**src/rtl/conv_result_unloader.sv**
```systemverilog
// conv_result_unloader
//
// Takes a complete complex result frame from the convolver in one cycle and
// plays it out as a valid/ready sample stream, one sample per beat.
//
// state  | meaning
// -------+---------------------------------------------------------------
// IDLE   | waiting for conv_done; a clean strobe captures the frame
// STREAM | presenting samples 0..NUM_OUT-1 under valid/ready handshake
// DONE   | last sample accepted; frame_done pulses, then back to IDLE
//
// Parameters:
//   QI, QF       integer / fractional bits per fixed-point component
//   NUM_ELEMS    convolver input length; NUM_OUT = NUM_ELEMS+4 samples/frame
//   WORD_LENGTH  component width W (default QI+QF)
//
// Ports:
//   clk            single clock, posedge
//   rst            synchronous active-low reset
//   res_in         flattened frame: sample k Re at [2kW +: W], Im at [(2k+1)W +: W]
//   conv_done      frame-complete strobe, res_in valid in the same cycle
//   conv_overflow  convolver overflow, qualified by conv_done
//   m_ready        downstream ready
//   m_valid        output sample valid
//   m_re, m_im     signed sample components, bit-exact from the frame
//   m_idx          index of the presented sample within the frame
//   m_last         high with the final sample of the frame
//   busy           high whenever not IDLE
//   frame_done     one-cycle pulse after the last transfer
//   err_overflow   sticky: a frame was rejected because of convolver overflow
//   err_dropped    sticky: conv_done arrived while a frame was in flight
//
// Build option:
//   CONV_UNLOAD_REVERSE_EN  when defined, beat k carries buffer sample
//                           NUM_OUT-1-k (m_idx still counts 0..NUM_OUT-1).

module conv_result_unloader #(
    parameter int QI          = 3,
    parameter int QF          = 3,
    parameter int NUM_ELEMS   = 100,
    parameter int WORD_LENGTH = QI + QF
) (
    input  logic                                        clk,
    input  logic                                        rst,
    input  logic [2*WORD_LENGTH*(NUM_ELEMS+4)-1:0]      res_in,
    input  logic                                        conv_done,
    input  logic                                        conv_overflow,
    input  logic                                        m_ready,
    output logic                                        m_valid,
    output logic signed [WORD_LENGTH-1:0]               m_re,
    output logic signed [WORD_LENGTH-1:0]               m_im,
    output logic [$clog2(NUM_ELEMS+4)-1:0]              m_idx,
    output logic                                        m_last,
    output logic                                        busy,
    output logic                                        frame_done,
    output logic                                        err_overflow,
    output logic                                        err_dropped
);

    localparam int W       = WORD_LENGTH;
    localparam int NUM_OUT = NUM_ELEMS + 4;
    localparam int IDX_W   = $clog2(NUM_OUT);
    localparam logic [IDX_W-1:0] LAST_IDX = IDX_W'(NUM_OUT - 1);

`ifdef CONV_UNLOAD_REVERSE_EN
    localparam int FIRST_SAMPLE = NUM_OUT - 1;
`else
    localparam int FIRST_SAMPLE = 0;
`endif

    localparam logic [1:0] IDLE   = 2'd0;
    localparam logic [1:0] STREAM = 2'd1;
    localparam logic [1:0] DONE   = 2'd2;

    logic [1:0]              state;
    logic signed [W-1:0]     re_buf [NUM_OUT];
    logic signed [W-1:0]     im_buf [NUM_OUT];
    logic                    capture;
    logic [IDX_W-1:0]        idx_nxt;
    logic [IDX_W-1:0]        sel_nxt;

    assign capture = (state == IDLE) && conv_done && !conv_overflow;

    always_comb begin
        idx_nxt = m_idx + IDX_W'(1);
`ifdef CONV_UNLOAD_REVERSE_EN
        sel_nxt = LAST_IDX - idx_nxt;
`else
        sel_nxt = idx_nxt;
`endif
    end

    // Frame storage carries no reset: it is only read after a capture has
    // refilled it, and the FSM reset alone abandons an in-flight frame.
    always_ff @(posedge clk) begin
        if (capture) begin
            for (int k = 0; k < NUM_OUT; k++) begin
                re_buf[k] <= res_in[2*k*W +: W];
                im_buf[k] <= res_in[(2*k+1)*W +: W];
            end
        end
    end

    always_ff @(posedge clk) begin
        if (!rst) begin
            state        <= IDLE;
            m_valid      <= 1'b0;
            m_re         <= '0;
            m_im         <= '0;
            m_idx        <= '0;
            m_last       <= 1'b0;
            busy         <= 1'b0;
            frame_done   <= 1'b0;
            err_overflow <= 1'b0;
            err_dropped  <= 1'b0;
        end else begin
            frame_done <= 1'b0;
            case (state)
                IDLE: begin
                    if (conv_done) begin
                        if (conv_overflow) begin
                            err_overflow <= 1'b1;
                        end else begin
                            // Sample 0 is taken straight from res_in so that
                            // m_valid rises one cycle after conv_done.
                            state        <= STREAM;
                            busy         <= 1'b1;
                            m_valid      <= 1'b1;
                            m_idx        <= '0;
                            m_last       <= (NUM_OUT == 1);
                            m_re         <= res_in[2*FIRST_SAMPLE*W +: W];
                            m_im         <= res_in[(2*FIRST_SAMPLE+1)*W +: W];
                            err_overflow <= 1'b0;
                            err_dropped  <= 1'b0;
                        end
                    end
                end
                STREAM: begin
                    if (conv_done) begin
                        err_dropped <= 1'b1;
                    end
                    if (m_valid && m_ready) begin
                        if (m_idx == LAST_IDX) begin
                            state      <= DONE;
                            m_valid    <= 1'b0;
                            m_last     <= 1'b0;
                            frame_done <= 1'b1;
                        end else begin
                            m_idx  <= idx_nxt;
                            m_re   <= re_buf[sel_nxt];
                            m_im   <= im_buf[sel_nxt];
                            m_last <= (idx_nxt == LAST_IDX);
                        end
                    end
                end
                DONE: begin
                    if (conv_done) begin
                        err_dropped <= 1'b1;
                    end
                    state <= IDLE;
                    busy  <= 1'b0;
                end
                default: begin
                    state   <= IDLE;
                    busy    <= 1'b0;
                    m_valid <= 1'b0;
                    m_last  <= 1'b0;
                end
            endcase
        end
    end

endmodule

```
**config.mk**
```make
export PLATFORM = sky130hd
export DESIGN_NAME = conv_result_unloader
export DESIGN_NICKNAME = d
export VERILOG_FILES = /design/src/rtl/conv_result_unloader.sv
export SDC_FILE = /design/constraint.sdc
export NUM_CORES = 1
export LEC_CHECK = 0
export CORE_AREA = 10 10 486 488
export CTS_BUF_LIST = sky130_fd_sc_hd__clkbuf_4 sky130_fd_sc_hd__clkbuf_8 sky130_fd_sc_hd__clkbuf_16
export DETAILED_ROUTE_END_ITERATION = 16
export DIE_AREA = 0 0 496 498
export PLACE_DENSITY = 0.42
export SLEW_MARGIN = 20
export SYNTH_ARGS = -nofsm -noshare
export SYNTH_HDL_FRONTEND = slang
export SYNTH_SLANG_ARGS = --single-unit
```
**constraint.sdc**
```tcl
create_clock -name clk -period 99.7 [get_ports clk]
set_input_delay 29.91 -clock clk [delete_from_list [all_inputs] [get_ports clk]]
set_output_delay 29.91 -clock clk [all_outputs]
set_load 0.01 [all_outputs]
```
==> results.toml, run 1 <==
[critical_path]
cp.arrival_ns = 34.68
crit_type = "in2reg"
slowest_delay_ns = 0.90
endpoint_kind = "flip-flop"
crit_fanout = 146
crit_buf_inv = 6
crit_top_cell = "buf_4"
r2r_cells = 11
cp_top_family = "buffers and inverters"
cp_data_required_time_ns = 100.13
start_kind = "primary input"
path_depth = 8
crit_path_top_delay_cell = "buf_4"
crit_chain = "clkdlybuf4s50_1, nand2_1, nor2_4, buf_4, buf_4, buf_12, buf_4, buf_6"

[finish]
layout.nets = 4895
fin_util_pct = 31.2
finalNonFillerCells = 6835
multi_input_area_mm2 = 0.0105
design_area_mm2 = 0.0707
fillers = 22412
drive_above_1_share_pct = 17.2
area_growth_syn_to_layout_pct = 43.9
ff_latch_area_mm2 = 0.0380

[die]
chipHeight_um = 498
core_mm2 = 0.226
rows = 175
boundaryPins = 1278
dieArea_mm2 = 0.247
initial_core_util_pct = 21.7
die_w_um = 496

[place]
placement.io_buffers = 1277
placed_area_mm2 = 0.0656
dp_hpwl_um = 175000
place_inst = 6490
placement.setup.worst_slack_ns = 64.45
gp_congestion = 0.816

[clock_tree]
path_clk_slew_ns = 0.06
clkSinkCount = 1275
root_buffer = "clkbuf_16"
worstSkewPairLatency_ns = 0.80
cts.htree.levels = 4
postCtsHoldBufs = 0
ctsResizeCount = 0
cts.path.max_buffers = 3
cts_buffers = 153
postCtsSetupBuffers = 0
cts_tree = "built"

[synth]
synth_cell_type_count = 51
syn-num-nets = 3535
synth_edf_count = 1248
postSynthAreaPerCell_um2 = 21.6
ys_seq_elements = 1275
synth_area_mm2 = 0.0492
synthArstFlopShare_pct = 0
yosys_warnings = 0
ys_seq_area_share_pct = 77.3
synth_cells = 2276
yosys_most_used_dff = "edfxtp_1"

[sta]
worst_slew_pin_slew_ns = 1.17
drv_slew = 0
setup_violations = 0
worst_hold_slack_ns = 0.483
tns_ns = 0
finalCritPeriodShare_pct = 34.4
fin_crit_ns = 34.25
grt_setup_unrepaired = "no"
timing_hold_violations_final = 0
fmax_ghz = 0.0292
clock_skew_ns = 0.0367
final.setup.worst_slack_ns = 65.45
slew_headroom_pct = 22.1

[grt]
grt_pass1_wl_um = 291000
grt_pass1_vias = 31590
grt_usage_pct = 17.4
grt_start_max_net_pins = 180
overflow = 0
antenna_found_initial = 190

[status]
status = "finished clean"

[route]
antenna_left = 0
postRouteWirelength_um = 223000
via_per_inst = 4.27
wire_per_inst_um = 32.7
drc = 0
firstDrtPassIters = 5
vias = 29193
drtIter0Drc = 2244

[pwr]
power.density_mw_per_mm2 = 18.3
p_leak_nw = 22.8
fin_total_pwr_mw = 1.30
peakVddDrop_mv = 0.0111

[hold_path]
hold_path.class = "reg2reg"
whs_path_depth = 2

[flow_run]
max_cap_viol_count = 0
-- worst reg2reg max path, stage by stage (launching register included) --
cell and delay [ns]:
dfxtp_4 0.76, clkinv_1 0.83, ha_4 0.86, buf_12 0.45, buf_4 0.67, buf_4 0.52, mux4_2 0.40, a211oi_1 0.50
a31oi_1 0.30, a211oi_2 0.78, a31oi_1 0.22, a21o_1 0.23
-- cells in the mapped netlist, types with 7 or more instances --
library cell / instances / area share [%]
buf_6: 11 / 0.25
a311oi_1: 11 / 0.20
and2_1: 33 / 0.42
nor2_1: 10 / 0.076
o21ai_0: 34 / 0.35
buf_2: 27 / 0.27
nand2_1: 201 / 1.5
a31oi_1: 43 / 0.55
clkbuf_1: 49 / 0.37
nor2b_1: 7 / 0.089
a211oi_1: 39 / 0.60
nand4_1: 16 / 0.20
mux4_2: 319 / 15
a32oi_1: 11 / 0.20
inv_1: 8 / 0.061
a21oi_1: 7 / 0.071
mux2i_1: 14 / 0.29
buf_1: 10 / 0.076
dfxtp_1: 27 / 1.1
edfxtp_1: 1248 / 76
buf_4: 29 / 0.44
a21o_1: 10 / 0.15
a22oi_1: 10 / 0.15
nand3_1: 46 / 0.47
-- power by group --
| part | internal (mW) | switching [mW] | total (mW) |
|---|---|---|---|
| clock | 0.318 | 0.234 | 0.552 |
| sequential | 0.629 | 0.0107 | 0.640 |
| combinational | 0.0601 | 0.0446 | 0.105 |
| total | 1.01 | 0.289 | 1.30 |
-- cells by family after synthesis --
group	after synthesis	share of synthesized area, %
compound gates	180	2.56
xor+xnor	7	0.178
fa+ha+maj	6	0.153
buf+inv	137	1.55
flops	1275	77.3
mux	338	15.2
simple gates	333	3.07
-- routing by layer --
layer  vias to the layer above  GRT usage [%]  share of wire, %
met3                       414           7.55                10
met2                      1351           30.4                50
met4                       156           4.40               2.3
met1                     14886           19.4                36
li1                      12386              -                 -
met5                         -              0              0.46
-- cell usage in the layout (no fill, tap or decap), drive strengths merged, types with 5 or more instances in the layout --
cell type / instances
clkdlybuf4s50: 1277
edfxtp: 1248
mux4: 324
clkbuf: 204
nand2: 201
diode: 63
clkinv: 57
buf: 56
nand3: 47
a31oi: 43
a211oi: 39
o21ai: 34
and2: 33
dfxtp: 27
inv: 18
nand4: 16
mux2i: 14
a311oi: 11
a32oi: 11
a22oi: 10
a21o: 10
nor2: 10
a21oi: 7
nor2b: 7
a21boi: 6
bufinv: 6
clkinvlp: 6
ha: 6
xor2: 5
-- state kept, by name, summed over array words and instances, names as in the netlist --
register,flops
re_buf,624
m_im,6
m_valid,1
state,2
m_re,6
m_idx,7
im_buf,624
err_overflow,1
frame_done,1
m_last,1
err_dropped,1
busy,1
-- area by class of cell --
cell class | count | area share, %
Timing Repair Buffer | 1333 | 18.8
Tap cell | 3009 | 5.32
Sequential cell | 1275 | 53.7
Antenna cell | 63 | 0.223
Clock buffer | 204 | 6.03
Clock inverter | 78 | 0.941
Multi-Input combinational cell | 864 | 14.9
Inverter | 9 | 0.0478
-- path summary, 6_finish.rpt --
kind,start,slack [ns],endpoint
min,err_overflow,0.48,err_overflow
max,conv_done,65.45,re_buf[80][3]
min reg2reg,err_overflow,0.48,err_overflow
max reg2reg,m_idx[0],93.09,m_im[2]
No activity file was read; power rests on OpenSTA's default activity.
==> inputs of run 2 (changes only) <==
--- a/config.mk
+++ b/config.mk
@@ -9,7 +9,7 @@
 export CTS_BUF_LIST = sky130_fd_sc_hd__clkbuf_4 sky130_fd_sc_hd__clkbuf_8 sky130_fd_sc_hd__clkbuf_16
 export DETAILED_ROUTE_END_ITERATION = 16
 export DIE_AREA = 0 0 496 498
-export PLACE_DENSITY = 0.42
+export PLACE_DENSITY = 0.43
 export SLEW_MARGIN = 20
 export SYNTH_ARGS = -nofsm -noshare
 export SYNTH_HDL_FRONTEND = slang
==> constraint.sdc (replaced) <==
create_clock -name clk -period 31.1 [get_ports clk]
set_input_delay 9.33 -clock clk [delete_from_list [all_inputs] [get_ports clk]]
set_output_delay 9.33 -clock clk [all_outputs]
set_load 0.01 [all_outputs]
==> run 2 against run 1 <==
  * Hold slack better by 0.0074 ns
  * Critical path depth shrank 1
  * Sequential power rose to 3.2 times the previous value
  * Utilization about the same
  * Final cell count is 0.31% higher
  * Critical path type unchanged
  * Critical endpoint is now re_buf[86][2]
==> results.toml, run 2 (synthesis gave the netlist of run 1 again) <==
[status]
status = "finished clean"

[critical_path]
cp_top_family = "buffers and inverters"
crit_type = "in2reg"
crit_top_cell = "buf_4"
cp_data_required_time_ns = 31.50
crit_path_top_delay_cell = "buf_4"
path_depth = 7
crit_fanout = 83
crit_chain = "clkdlybuf4s50_1, nand2_1, nor2_4, buf_4, buf_4, buf_4, buf_4"
cp.arrival_ns = 13.78
r2r_cells = 11
crit_buf_inv = 5
endpoint_kind = "flip-flop"
slowest_delay_ns = 0.92
start_kind = "primary input"

[route]
firstDrtPassIters = 5
via_per_inst = 4.29
vias = 29398
postRouteWirelength_um = 223000
wire_per_inst_um = 32.5
drc = 0
antenna_left = 0
drtIter0Drc = 2340

[pwr]
peakVddDrop_mv = 0.0358
fin_total_pwr_mw = 4.15
power.density_mw_per_mm2 = 58.6
p_leak_nw = 22.8

[place]
dp_hpwl_um = 174000
placed_area_mm2 = 0.0656
placement.setup.worst_slack_ns = 16.74
place_inst = 6494
placement.io_buffers = 1277
gp_congestion = 0.802

[clock_tree]
root_buffer = "clkbuf_16"
cts.path.max_buffers = 3
postCtsSetupBuffers = 0
path_clk_slew_ns = 0.06
cts_tree = "built"
cts_buffers = 152
clkSinkCount = 1275
ctsResizeCount = 0
postCtsHoldBufs = 0
worstSkewPairLatency_ns = 0.80
cts.htree.levels = 4

[die]
boundaryPins = 1278
die_w_um = 496
initial_core_util_pct = 21.7
chipHeight_um = 498
rows = 175
dieArea_mm2 = 0.247
core_mm2 = 0.226

[grt]
grt_pass1_vias = 31422
antenna_found_initial = 183
grt_pass1_wl_um = 289000
grt_start_max_net_pins = 182
overflow = 0
grt_usage_pct = 17.4

[sta]
worst_slew_pin_slew_ns = 1.11
fin_crit_ns = 13.38
timing_hold_violations_final = 0
final.setup.worst_slack_ns = 17.72
finalCritPeriodShare_pct = 43.0
worst_hold_slack_ns = 0.491
clock_skew_ns = 0.0318
setup_violations = 0
fmax_ghz = 0.0747
grt_setup_unrepaired = "no"
drv_slew = 0
slew_headroom_pct = 26.3
tns_ns = 0

[finish]
finalNonFillerCells = 6856
reg_top3 = "im_buf (624), re_buf (624), m_idx (7)"
drive_above_1_share_pct = 17.4
layout_common_cells = "clkdlybuf4s50_1, edfxtp_1, mux4_2"
design_area_mm2 = 0.0708
layout.nets = 4901
area_growth_syn_to_layout_pct = 44.1
layout.cells.most_common = "clkdlybuf4s50_1"
fin_util_pct = 31.3

[hold_path]
whs_path_depth = 2
hold_path.class = "reg2reg"

[flow_run]
max_cap_viol_count = 0
[run 2: where the power goes]
| group | internal, mW | total, mW | switching [mW] |
|---|---|---|---|
| logic | 0.194 | 0.337 | 0.143 |
| registers | 2.02 | 2.05 | 0.0349 |
| clock network | 1.01 | 1.77 | 0.754 |
| total | 3.22 | 4.15 | 0.932 |
[run 2: routing by layer]
layer  vias up  GRT usage (%)  part of all wire [%]
met4       144           6.33                   3.1
met3       408           7.50                    10
met1     15054           19.8                    38
met2      1370           28.9                    49
met5         -              0                  0.42
li1      12422              -                     -
[run 2: worst register-to-register path, stage by stage (launching register included)]
cell	delay, ns
dfxtp_4	0.86
clkinv_1	0.89
ha_4	0.86
buf_4	0.54
buf_12	0.43
mux4_2	0.54
and2_1	0.17
a211oi_1	0.47
a311oi_1	0.20
a211oi_2	0.86
a31oi_1	0.22
a21o_1	0.23
[run 2: area by class of cell]
class	instances	area, um2
flip-flops and latches	1275	38000
diodes	82	205
clock buffers	193	4190
multi-input cells	864	10500
inverters	9	33.8
well taps	3009	3760
repair buffers	1340	13400
fillers	22355	156000
clock inverters	84	722
[run 2: path summary, 6_finish.rpt]
kind | startpoint | end | slack (ns)
hold / removal | err_overflow | err_overflow | 0.49
setup / recovery | conv_done | re_buf[86][2] | 17.72
hold reg to reg | err_overflow | err_overflow | 0.49
setup reg to reg | m_idx[0] | m_im[3] | 24.70
==> inputs of run 3 (changes only) <==
==> constraint.sdc (replaced) <==
create_clock -name clk -period 11.58 [get_ports clk]
set_input_delay 3.474 -clock clk [delete_from_list [all_inputs] [get_ports clk]]
set_output_delay 3.474 -clock clk [all_outputs]
set_load 0.01 [all_outputs]
==> run 3 against run 2 <==
  * Total power rose to 2.7 times the previous value
  * Routed wire length grew 1.0%
  * Flip-flop and latch count unchanged
  * Largest cell class unchanged
  * Non-clock buffer count decreased by 13
  * Hold slack better by 0.00060 ns
  * Register-to-register slack got worse by 19 ns
  * Critical path type unchanged
==> results.toml, run 3 (synthesis gave the netlist of run 1 again) <==
[sta]
worst_slew_pin_slew_ns = 1.05
drv_slew = 0
fin_crit_ns = 6.00
setup_violations = 0
clock_skew_ns = 0.0294
tns_ns = 0
finalCritPeriodShare_pct = 51.8
fmax_ghz = 0.167
slew_headroom_pct = 30.0
grt_setup_unrepaired = "no"
timing_hold_violations_final = 0

[route]
wire_per_inst_um = 33.1
antenna_left = 0
drc = 0
firstDrtPassIters = 5
drtIter0Drc = 2444
via_per_inst = 4.31
postRouteWirelength_um = 225000
vias = 29378

[status]
status = "finished clean"

[critical_path]
r2r_start = "m_idx[0]"
cp_data_required_time_ns = 11.96
crit_type = "in2reg"
r2r_cells = 11
cp.arrival_ns = 6.38
r2r_slack_ns = 6.13
start_kind = "primary input"
r2r_end = "m_re[0]"
crit_start = "conv_done"
endpoint_kind = "flip-flop"
crit_end = "im_buf[91][4]"
crit_fanout = 165

[die]
chipHeight_um = 498
core_mm2 = 0.226
die_w_um = 496
rows = 175
initial_core_util_pct = 21.7
dieArea_mm2 = 0.247
boundaryPins = 1278

[place]
gp_congestion = 0.795
placement.io_buffers = 1277
dp_hpwl_um = 177000

[clock_tree]
path_clk_slew_ns = 0.05
root_buffer = "clkbuf_16"
clkSinkCount = 1275
cts.htree.levels = 4
postCtsSetupBuffers = 0
cts_tree = "built"
cts_buffers = 156
postCtsHoldBufs = 0
ctsResizeCount = 0
cts.path.max_buffers = 3
worstSkewPairLatency_ns = 0.79

[pwr]
power.density_mw_per_mm2 = 159
peakVddDrop_mv = 0.121
p_leak_nw = 22.8
fin_total_pwr_mw = 11.3

[flow_run]
max_cap_viol_count = 0

[finish]
layout_common_cells = "clkdlybuf4s50_1, edfxtp_1, mux4_2"
multi_input_area_mm2 = 0.0105
reg_top3 = "im_buf (624), re_buf (624), m_idx (7)"
fin_util_pct = 31.3
layout.nets = 4892
fillers = 22355
ff_latch_area_mm2 = 0.0380
area_growth_syn_to_layout_pct = 44.1
layout.cells.most_common = "clkdlybuf4s50_1"
drive_above_1_share_pct = 17.0

[grt]
grt_pass1_wl_um = 293000
grt_pass1_vias = 31707
overflow = 0
grt_usage_pct = 17.5
grt_start_max_net_pins = 166
antenna_found_initial = 169

[hold_path]
hold_path.class = "reg2reg"
[run 3: cell types whose count changed in the layout (fill, tap and decap cells not counted), moves of 5 or more]
cell / delta
bufinv_16: +7
clkbuf_4: -5
buf_4: -18
diode_2: -34
clkinv_1: +8
buf_12: +8
[run 3: layout make-up]
type	instances	area share, %
Antenna cell	48	0.170
Clock buffer	189	5.90
Clock inverter	92	1.25
Inverter	9	0.0477
Multi-Input combinational cell	864	14.8
Sequential cell	1275	53.7
Tap cell	3009	5.31
Timing Repair Buffer	1327	18.8
[run 3: worst min-delay path by stage]
stage / start / end / slack [ns] / cells past startpoint
floorplan: err_overflow / err_overflow / 0.49 / 2
global placement: busy / busy / 0.47 / 2
detailed placement: busy / busy / 0.49 / 2
CTS: busy / busy / 0.50 / 2
global route: busy / busy / 0.52 / 2
finish: busy / busy / 0.49 / 2
[run 3: power breakdown]
part           leakage [nW]  internal, mW  total, mW  switching, mW
combinational          8.49         0.520      0.909          0.389
clock                  2.52          2.87       4.86           2.00
sequential             11.8          5.41       5.51         0.0927
[run 3: stage by stage]
stage	cell area [um2]	instances	hold slack, ns	setup slack [ns]
CTS	70700	6765	0.496	5.64
detailed placement	65700	6484	0.487	4.81
global route	70800	6779	0.518	5.47
global placement	65700	6484	0.473	4.89
finish	70800	6813	0.491	5.58
floorplan	49200	2276	0.488	-10.79
[run 3: critical path, cell delays in order]
cell and delay [ns]:
clkdlybuf4s50_1 0.57, nand2_4 0.09, nor2_4 0.81, buf_12 0.46
buf_12 0.59
[run 3: metal layers]
layer	vias up	GRT usage, %	wire [um]
met4	166	3.98	4740
met3	412	7.65	23100
met5	-	0	1090
met2	1303	30.2	112000
li1	12325	-	-
met1	15172	20.0	84500
